<file path="src/rtl/adder_stage1_pipe_pkg.sv">
// Shared constants and helpers for the prefix-adder operand-capture stage.
package adder_stage1_pipe_pkg;

  localparam int LEN_DATA  = 32;
  localparam int DEF_TAG_W = 4;

  // Subtraction is A + ~B + 1, so the subtract flag toggles the incoming carry.
  function automatic logic fold_carry(input logic cin, input logic sub);
    return cin ^ sub;
  endfunction

endpackage

</file>
<file path="src/rtl/adder_stage1_pipe_if.sv">
// Upstream operand handshake and downstream g/p/h result bus of stage 1.
interface adder_stage1_pipe_if
  import adder_stage1_pipe_pkg::*;
#(
  parameter int DATA_W = LEN_DATA,
  parameter int TAG_W  = DEF_TAG_W
);

  logic              in_valid;
  logic              in_ready;
  logic [DATA_W-1:0] in_a;
  logic [DATA_W-1:0] in_b;
  logic              in_sub;
  logic              in_cin;
  logic [TAG_W-1:0]  in_tag;

  logic              out_valid;
  logic              out_ready;
  logic [DATA_W-1:0] generate_out;
  logic [DATA_W-1:0] propogate_out;
  logic [DATA_W-1:0] halfsum_out;
  logic              cin_out;
  logic [TAG_W-1:0]  tag_out;

  modport master (
    output in_valid, in_a, in_b, in_sub, in_cin, in_tag, out_ready,
    input  in_ready, out_valid, generate_out, propogate_out, halfsum_out,
           cin_out, tag_out
  );

  modport slave (
    input  in_valid, in_a, in_b, in_sub, in_cin, in_tag, out_ready,
    output in_ready, out_valid, generate_out, propogate_out, halfsum_out,
           cin_out, tag_out
  );

endinterface

</file>
<file path="src/rtl/adder_stage1_pipe_gp_bit_cell.sv">
// One bit of generate/propagate/half-sum; bit 0 folds the carry-in into g.
module adder_stage1_pipe_gp_bit_cell #(
  parameter bit CARRY_FOLD = 1'b0
) (
  input  logic a,
  input  logic b,
  input  logic sub,
  input  logic cin,
  output logic g,
  output logic p,
  output logic h
);

  logic b_eff;

  assign b_eff = b ^ sub;
  assign h     = a ^ b_eff;
  assign p     = h;
  assign g     = (a & b_eff) | (CARRY_FOLD ? (h & cin) : 1'b0);

endmodule

</file>
<file path="src/rtl/adder_stage1_pipe.sv">
// Stage 1 of the prefix adder: forms g/p/h from the operands and holds them
// in a two-entry skid buffer so in_ready never waits on out_ready.
module adder_stage1_pipe
  import adder_stage1_pipe_pkg::*;
#(
  parameter int DATA_W = LEN_DATA,
  parameter int TAG_W  = DEF_TAG_W
) (
  input  logic                 clk,
  input  logic                 rst,
  adder_stage1_pipe_if.slave   bus
);

  typedef struct packed {
    logic [DATA_W-1:0] g;
    logic [DATA_W-1:0] p;
    logic [DATA_W-1:0] h;
    logic              c0;
    logic [TAG_W-1:0]  tag;
  } entry_t;

  logic              c0;
  logic [DATA_W-1:0] g_w;
  logic [DATA_W-1:0] p_w;
  logic [DATA_W-1:0] h_w;
  entry_t            entry_new;

  assign c0 = fold_carry(bus.in_cin, bus.in_sub);

  for (genvar i = 0; i < DATA_W; i++) begin : g_cell
    adder_stage1_pipe_gp_bit_cell #(
      .CARRY_FOLD (i == 0)
    ) u_cell (
      .a   (bus.in_a[i]),
      .b   (bus.in_b[i]),
      .sub (bus.in_sub),
      .cin (c0),
      .g   (g_w[i]),
      .p   (p_w[i]),
      .h   (h_w[i])
    );
  end

  assign entry_new = '{g: g_w, p: p_w, h: h_w, c0: c0, tag: bus.in_tag};

  entry_t main_q, skid_q;
  logic   main_valid_q, skid_valid_q;
  logic   main_valid_d, skid_valid_d;
  logic   main_ld, skid_ld, main_from_skid;
  logic   in_ready, accept, xfer;

  // Ready comes straight from a flop, so out_ready has no path to in_ready.
  assign in_ready = ~skid_valid_q;
  assign accept   = bus.in_valid & in_ready;
  assign xfer     = main_valid_q & bus.out_ready;

  // NOTE: every always_comb output gets a default first, so no path infers a latch.
  always_comb begin
    main_ld        = 1'b0;
    skid_ld        = 1'b0;
    main_from_skid = 1'b0;
    main_valid_d   = main_valid_q;
    skid_valid_d   = skid_valid_q;
    if (xfer) begin
      if (skid_valid_q) begin
        main_ld        = 1'b1;
        main_from_skid = 1'b1;
        skid_valid_d   = 1'b0;
      end else if (accept) begin
        main_ld = 1'b1;
      end else begin
        main_valid_d = 1'b0;
      end
    end else if (accept) begin
      if (main_valid_q) begin
        skid_ld      = 1'b1;
        skid_valid_d = 1'b1;
      end else begin
        main_ld      = 1'b1;
        main_valid_d = 1'b1;
      end
    end
  end

  // NOTE: the data registers are reset too, so the outputs read 0 after reset, not stale data.
  always_ff @(posedge clk or posedge rst) begin
    if (rst) begin
      main_valid_q <= 1'b0;
      skid_valid_q <= 1'b0;
      main_q       <= '0;
      skid_q       <= '0;
    end else begin
      // NOTE: non-blocking here so the skid->main move reads skid_q from before this edge.
      main_valid_q <= main_valid_d;
      skid_valid_q <= skid_valid_d;
      if (main_ld) main_q <= main_from_skid ? skid_q : entry_new;
      if (skid_ld) skid_q <= entry_new;
    end
  end

  assign bus.in_ready      = in_ready;
  assign bus.out_valid     = main_valid_q;
  assign bus.generate_out  = main_q.g;
  assign bus.propogate_out = main_q.p;
  assign bus.halfsum_out   = main_q.h;
  assign bus.cin_out       = main_q.c0;
  assign bus.tag_out       = main_q.tag;

endmodule

</file>
<file path="src/flat_wrapper.sv">
// flat-port wrapper written by rule: the top's interface ports become plain ports
module adder_stage1_pipe_flat import adder_stage1_pipe_pkg::*;
#(
  parameter int DATA_W = LEN_DATA,
  parameter int TAG_W  = DEF_TAG_W
)
  (clk, rst, bus_in_valid, bus_in_a, bus_in_b, bus_in_sub, bus_in_cin, bus_in_tag, bus_out_ready, bus_in_ready, bus_out_valid, bus_generate_out, bus_propogate_out, bus_halfsum_out, bus_cin_out, bus_tag_out);
  adder_stage1_pipe_if #(.DATA_W(DATA_W), .TAG_W(TAG_W)) bus_i ();
  input  logic clk;
  input  logic rst;
  input wire logic [$bits(bus_i.in_valid)-1:0] bus_in_valid;
  input wire logic [$bits(bus_i.in_a)-1:0] bus_in_a;
  input wire logic [$bits(bus_i.in_b)-1:0] bus_in_b;
  input wire logic [$bits(bus_i.in_sub)-1:0] bus_in_sub;
  input wire logic [$bits(bus_i.in_cin)-1:0] bus_in_cin;
  input wire logic [$bits(bus_i.in_tag)-1:0] bus_in_tag;
  input wire logic [$bits(bus_i.out_ready)-1:0] bus_out_ready;
  output wire logic [$bits(bus_i.in_ready)-1:0] bus_in_ready;
  output wire logic [$bits(bus_i.out_valid)-1:0] bus_out_valid;
  output wire logic [$bits(bus_i.generate_out)-1:0] bus_generate_out;
  output wire logic [$bits(bus_i.propogate_out)-1:0] bus_propogate_out;
  output wire logic [$bits(bus_i.halfsum_out)-1:0] bus_halfsum_out;
  output wire logic [$bits(bus_i.cin_out)-1:0] bus_cin_out;
  output wire logic [$bits(bus_i.tag_out)-1:0] bus_tag_out;
  assign bus_i.in_valid = bus_in_valid;
  assign bus_i.in_a = bus_in_a;
  assign bus_i.in_b = bus_in_b;
  assign bus_i.in_sub = bus_in_sub;
  assign bus_i.in_cin = bus_in_cin;
  assign bus_i.in_tag = bus_in_tag;
  assign bus_i.out_ready = bus_out_ready;
  assign bus_in_ready = bus_i.in_ready;
  assign bus_out_valid = bus_i.out_valid;
  assign bus_generate_out = bus_i.generate_out;
  assign bus_propogate_out = bus_i.propogate_out;
  assign bus_halfsum_out = bus_i.halfsum_out;
  assign bus_cin_out = bus_i.cin_out;
  assign bus_tag_out = bus_i.tag_out;
  adder_stage1_pipe #(.DATA_W(DATA_W), .TAG_W(TAG_W)) u_core (.clk(clk), .rst(rst), .bus(bus_i));
endmodule
</file>
<file path="config.mk">
export PLATFORM = sky130hd
export DESIGN_NAME = adder_stage1_pipe_flat
export DESIGN_NICKNAME = d
export VERILOG_FILES = /design/src/rtl/adder_stage1_pipe_pkg.sv /design/src/rtl/adder_stage1_pipe_if.sv /design/src/rtl/adder_stage1_pipe_gp_bit_cell.sv /design/src/rtl/adder_stage1_pipe.sv /design/src/flat_wrapper.sv
export SDC_FILE = /design/constraint.sdc
export NUM_CORES = 1
export LEC_CHECK = 0
export CORE_MARGIN = 2
export CORE_UTILIZATION = 30
export CTS_CLUSTER_SIZE = 10
export DETAILED_ROUTE_END_ITERATION = 12
export DONT_BUFFER_PORTS = 1
export GPL_TIMING_DRIVEN = 0
export SLEW_MARGIN = 5
export SYNTH_ARGS = -nofsm -noshare
export SYNTH_HDL_FRONTEND = slang
export SYNTH_SLANG_ARGS = --single-unit
</file>
<file path="constraint.sdc">
create_clock -name clk -period 6.75 [get_ports clk]
set_input_delay 1.35 -clock clk [delete_from_list [all_inputs] [get_ports clk]]
set_output_delay 1.35 -clock clk [all_outputs]
set_load 0.02 [all_outputs]
</file>
# After elaboration in Yosys (flattened, before gate mapping)
# Index checks and enable logic that the tools add are counted.
word_totals:
  regBits: 172
  in_bits: 74
  out_inout_bits: 103
  word_cells: 137
classes:
  n_eq_ne: 2
  muxes: 18
  n_bitwise: 102
  n_reduce_logical: 4
op_table:
  columns: ["operator", "n"]
  rows:
  - ["two-way mux 101 bit", 1]
  - ["bitwise XOR 1 bit", 65]
  - ["AND 1 bit", 35]
  - ["two-way mux 1 bit", 17]
  - ["!= test 2 bit (second input constant)", 2]
  - ["nonzero test 2 bit", 2]
  - ["AND reduction 3 bit", 1]
  - ["AND reduction 2 bit", 1]
  - ["inverter 1 bit", 1]
  - ["OR 1 bit", 1]

# Logic depth before layout (Yosys ltp)
logic_depth:
  word_depth: 5
  mapped_depth: 6
  ltp_nobuf: 4

# By module
# Synthesis repeated with hierarchy kept, for this count alone.
unflattened:
  cells_unflattened: 650
  hier_area_um2: 9765.6
by_module_without_submodules:
  columns: ["module", "instances", "cells_each", "area_per_inst_um2", "seq_area_each_um2"]
  rows:
  - ["adder_stage1_pipe", 1, 553, 8837.2, 5104.9]
  - ["adder_stage1_pipe_gp_bit_cell (u_core.g_cell[10].u_cell ...)", 31, 3, 28.8, 0.0]
  - ["adder_stage1_pipe_gp_bit_cell (u_core.g_cell[0].u_cell)", 1, 4, 36.3, 0.0]

# Least setup slack after synthesis
# Ideal clock, no wire load.
synth_timing:
  path_kind: "in2reg"
  start: "input port bus_in_sub"
  end: "register u_core.main_q (netlist bit u_core.bus.propogate_out[0])"
  setup_time_ns: 0.125
  arrival_ns: 2.777
  required_ns: 6.625
  path_slack_ns: 3.848
  stages: 6
  n_path_buf: 2
  path_cell_list: "clkbuf_1 -> buf_2 -> xor2_1 -> ha_1 -> mux2_2 -> mux2_2"
synth_via:
  elab_chain_len: 3
synth_rtl:
  columns: ["item", "line_no", "text"]
  rows:
  - ["start, declared", "flat_wrapper.sv:14", "input wire logic [$bits(bus_i.in_sub)-1:0] bus_in_sub;"]
  - ["bitwise XOR 1 bit", "adder_stage1_pipe_gp_bit_cell.sv:16", "assign b_eff = b ^ sub;"]
  - ["bitwise XOR 1 bit", "adder_stage1_pipe_gp_bit_cell.sv:17", "assign h = a ^ b_eff;"]
  - ["via u_core.g_cell[0].u_cell.h", "adder_stage1_pipe_gp_bit_cell.sv:11", "output logic h"]
  - ["two-way mux 101 bit", "adder_stage1_pipe.sv:96", "if (main_ld) main_q <= main_from_skid ? skid_q : entry_new;"]
  - ["end signal, assigned", "adder_stage1_pipe.sv:96", null]
  - ["end, declared", "adder_stage1_pipe.sv:46", "entry_t main_q, skid_q;"]
# The timed path passes the listed nets, and every way through them passes these cells.
# A chain may end at the register's enable or synchronous reset.

# Worst setup path after layout
layout_timing:
  start: "input port bus_in_sub"
  end: "register u_core.main_q (netlist bit u_core.bus.propogate_out[8])"
layout_via:
  elab_chain_len: 3
layout_rtl:
  columns: ["item", "line_no"]
  rows:
  - ["bitwise XOR 1 bit", "adder_stage1_pipe_gp_bit_cell.sv:16"]
  - ["bitwise XOR 1 bit", "adder_stage1_pipe_gp_bit_cell.sv:17"]
  - ["via u_core.g_cell[8].u_cell.h", "adder_stage1_pipe_gp_bit_cell.sv:11"]
  - ["two-way mux 101 bit", "adder_stage1_pipe.sv:96"]
# The timed path passes the listed nets, and every way through them passes these cells.

==> flow_summary.toml <==
[run_status]
status = "complete, no violations"

[floorplan]
num_rows = 55
initial_core_util = 0.308
die_x_um = 157
die_h_um = 157
ios = 177
coreArea_um2 = 22800
design.die.area_um2 = 24600

[timing]
slew-limit-headroom = 0.495
tns_ps = 0
drv_slew = 0
timing.fmax_mhz = 344
rsz0062_at_grt = "no"
worstMarginPinSlew_ps = 757
clock_skew_ps = 8.97
period_needed_ps = 2910
finalSetupViolCount = 0
hold_viol_final = 0
finalCritPeriodShare = 0.431

[clocking]
clkSinkCount = 140
cts-resized-gates = 0
clockRootBuffer = "clkbuf_16"
numCtsBuffers = 17
clkSlewWorstSetupHoldPaths_ps = 60
cts_hold_buf = 0
cts_buffer_depth = 2
cts_setup_buffers = 0
clk_latency_ps = 410
cts_tree = "yes"
htreeDepth = 4

[worst_setup_path]
cpMostUsedCell = "mux2_2"
slowest_delay_ps = 460
cp.required_ps = 7040
path_class = "in2reg"
cp_cell_sequence = "clkbuf_1, buf_2, xor2_1, ha_1, mux2_2, mux2_2"
ff2ff_path_depth = 4
worstPathArrival_ps = 3190
critPathCaptureType = "flip-flop"
cp-start-kind = "input pin"
cpMaxStageDelayCell = "buf_2"
critical_path.max_fanout = 10
reg2reg_slack_ps = 4650
timing.rr.start = "u_core.bus.out_valid$_DFFE_PP0P_"
r2r_end = "u_core.skid_q[3]$_DFFE_PP0P_"

[min_path]
hold_end = "u_core.skid_q[72]$_DFFE_PP0P_"
hold_class = "reg2reg"
hold_path.startpoint = "u_core.skid_q[72]$_DFFE_PP0P_"
holdPathStages = 1

[synth]
synth_nets = 594
yosysSeqAreaShare = 0.499
synth_warnings = 0
yosys.area.top_type_share = 0.499
synth-edff-count = 0
synth_area_per_cell_um2 = 14.4
netlist-cell-type-count = 23
yosysTopAreaCell = "dfrtp_1"
ys_ff_latch = 140
synthTopCellsByCount = "mux2_2 (202), dfrtp_1 (140), xor2_1 (33), buf_4 (32), ha_1 (32)"
synth_area_um2 = 7010
synth.most_common_cell = "mux2_2"
synth_ff_type = "dfrtp_1"
synth.area.top_cells = "dfrtp_1 (50%), mux2_2 (32%), ha_1 (5.7%)"
synth_cells = 488
synth_async_sr_flop_share = 1.00

[routing]
wl_um = 16500
vias = 3836
drt_pass1_iterations = 4
drt_iter0_markers = 97
drc_errors = 0
wl_per_cell_um = 19.8
vias_per_cell = 4.61
ant_nets = 0

[run]
maxCapViolations = 0

[layout]
area_growth_pct = 13.9
regArea_um2 = 3500
layout-drive-gt1-share = 0.563
final_cells = 832
multi_input_area_um2 = 3100
n_antenna_cell = 0
fillers = 2241
nets = 614

[placed_design]
place_inst = 802
hpwl_um = 11600
io_buffers = 0
gp_congestion = 0.695

[global_route]
overflow = 0
grt_pass1_vias = 4245
grt_pass1_wl_um = 24900
grt_usage = 0.137
antenna_found_initial = 0
grt_max_degree = 78

[pwr]
comb_power_share = 0.331
p_per_area_nw_per_um2 = 494
switchingPower_mw = 1.45
swShare = 0.367
clock_power_share = 0.228
peakVddDrop_mv = 0.192
p_leak_nw = 3.60
seq_power_share = 0.441
internal-power_mw = 2.50
## state kept, by name, indices dropped and copies added, names as in the netlist
signal / flops
u_core.skid_q: 69
u_core.bus.generate_out: 32
u_core.bus.propogate_out: 32
u_core.bus.tag_out: 4
u_core.bus.cin_out: 1
u_core.bus.out_valid: 1
u_core.skid_valid_q: 1
## metrics by stage
| step | util | power, mW | hold WS (ps) | cell area [um^2] | worst slack, ps |
|---|---|---|---|---|---|
| 2_1_floorplan | - | 2.78 | 475 | 7010 | 1650 |
| 3_3_place_gp | 0.325 | 3.04 | 484 | 7410 | 60.6 |
| 3_5_place_dp | 0.327 | 3.11 | 490 | 7440 | 3390 |
| 4_1_cts | 0.351 | 4.03 | 505 | 7990 | 3820 |
| 5_1_grt | 0.351 | 4.20 | 513 | 7990 | 3760 |
| 6_report | 0.351 | 3.95 | 501 | 7990 | 3840 |
## cell families (layout without fill, tap and decap cells)
logic type / after synthesis / in the layout / synth area share
AOI/OAI and AO/OA: 8 / 8 / 0.00767
xor gates and xnor gates: 33 / 33 / 0.0412
adders and majority gates: 32 / 32 / 0.0571
buffers and inverters: 62 / 93 / 0.0583
DFF: 140 / 140 / 0.499
muxes: 204 / 204 / 0.329
and+or+nand+nor: 9 / 9 / 0.00767
## layer usage
layer / GRT usage / wire, um
met1: 0.162 / 6970
met2: 0.235 / 8220
met3: 0.0534 / 1180
met4: 0.0332 / 143
met5: 0 / 0
## power groups by stage
stage / logic, mW / clock network (mW) / registers (mW)
3_3_place_gp: 1.29 / 0 / 1.74
5_1_grt: 1.43 / 0.964 / 1.80
6_report: 1.31 / 0.899 / 1.74
3_5_place_dp: 1.34 / 0 / 1.76
4_1_cts: 1.34 / 0.933 / 1.75
2_1_floorplan: 1.12 / 0 / 1.66
## cells in the final DEF (no fill, tap or decap), types with 3 or more instances in the layout
master     Yosys  routed
a21oi_1        3       3
buf_2         21      21
buf_4         32      32
buf_6          4       4
clkbuf_1       2       4
clkbuf_16      0      17
clkbuf_8       0       4
clkinv_2       0       4
dfrtp_1      140     140
ha_1          32      32
mux2_2       202     202
nor2_1         3       3
xor2_1        33      33
## final cells by class
| class | count | share of cell area |
|---|---|---|
| Sequential cell | 140 | 0.438 |
| Multi-Input combinational cell | 286 | 0.388 |
| Clock buffer | 23 | 0.0611 |
| Buffer | 59 | 0.0498 |
| Tap cell | 313 | 0.0490 |
| Clock inverter | 7 | 0.00814 |
| Timing Repair Buffer | 1 | 0.00344 |
| Inverter | 3 | 0.00204 |
## worst max-delay path: cells and delay by family
kind | cells | cell delay [ps]
muxes | 2 | 540
buffers and inverters | 2 | 800
xor gates and xnor gates | 1 | 220
adders and majority gates | 1 | 270
## worst max-delay path by stage
stage,from,to,slack [ps],cells after the start
final,bus_in_sub,u_core.bus.propogate_out[8]$_DFFE_PP0P_,3840,6
after detailed placement,bus_in_sub,u_core.bus.propogate_out[0]$_DFFE_PP0P_,3390,6
after global placement,rst,u_core.skid_q[81]$_DFFE_PP0P_,60,1
after floorplan,rst,u_core.bus.cin_out$_DFFE_PP0P_,1650,1
after CTS,bus_in_sub,u_core.bus.propogate_out[8]$_DFFE_PP0P_,3820,6
after global routing,bus_in_sub,u_core.bus.propogate_out[0]$_DFFE_PP0P_,3760,6
No activity file was read; power rests on OpenSTA's default activity.
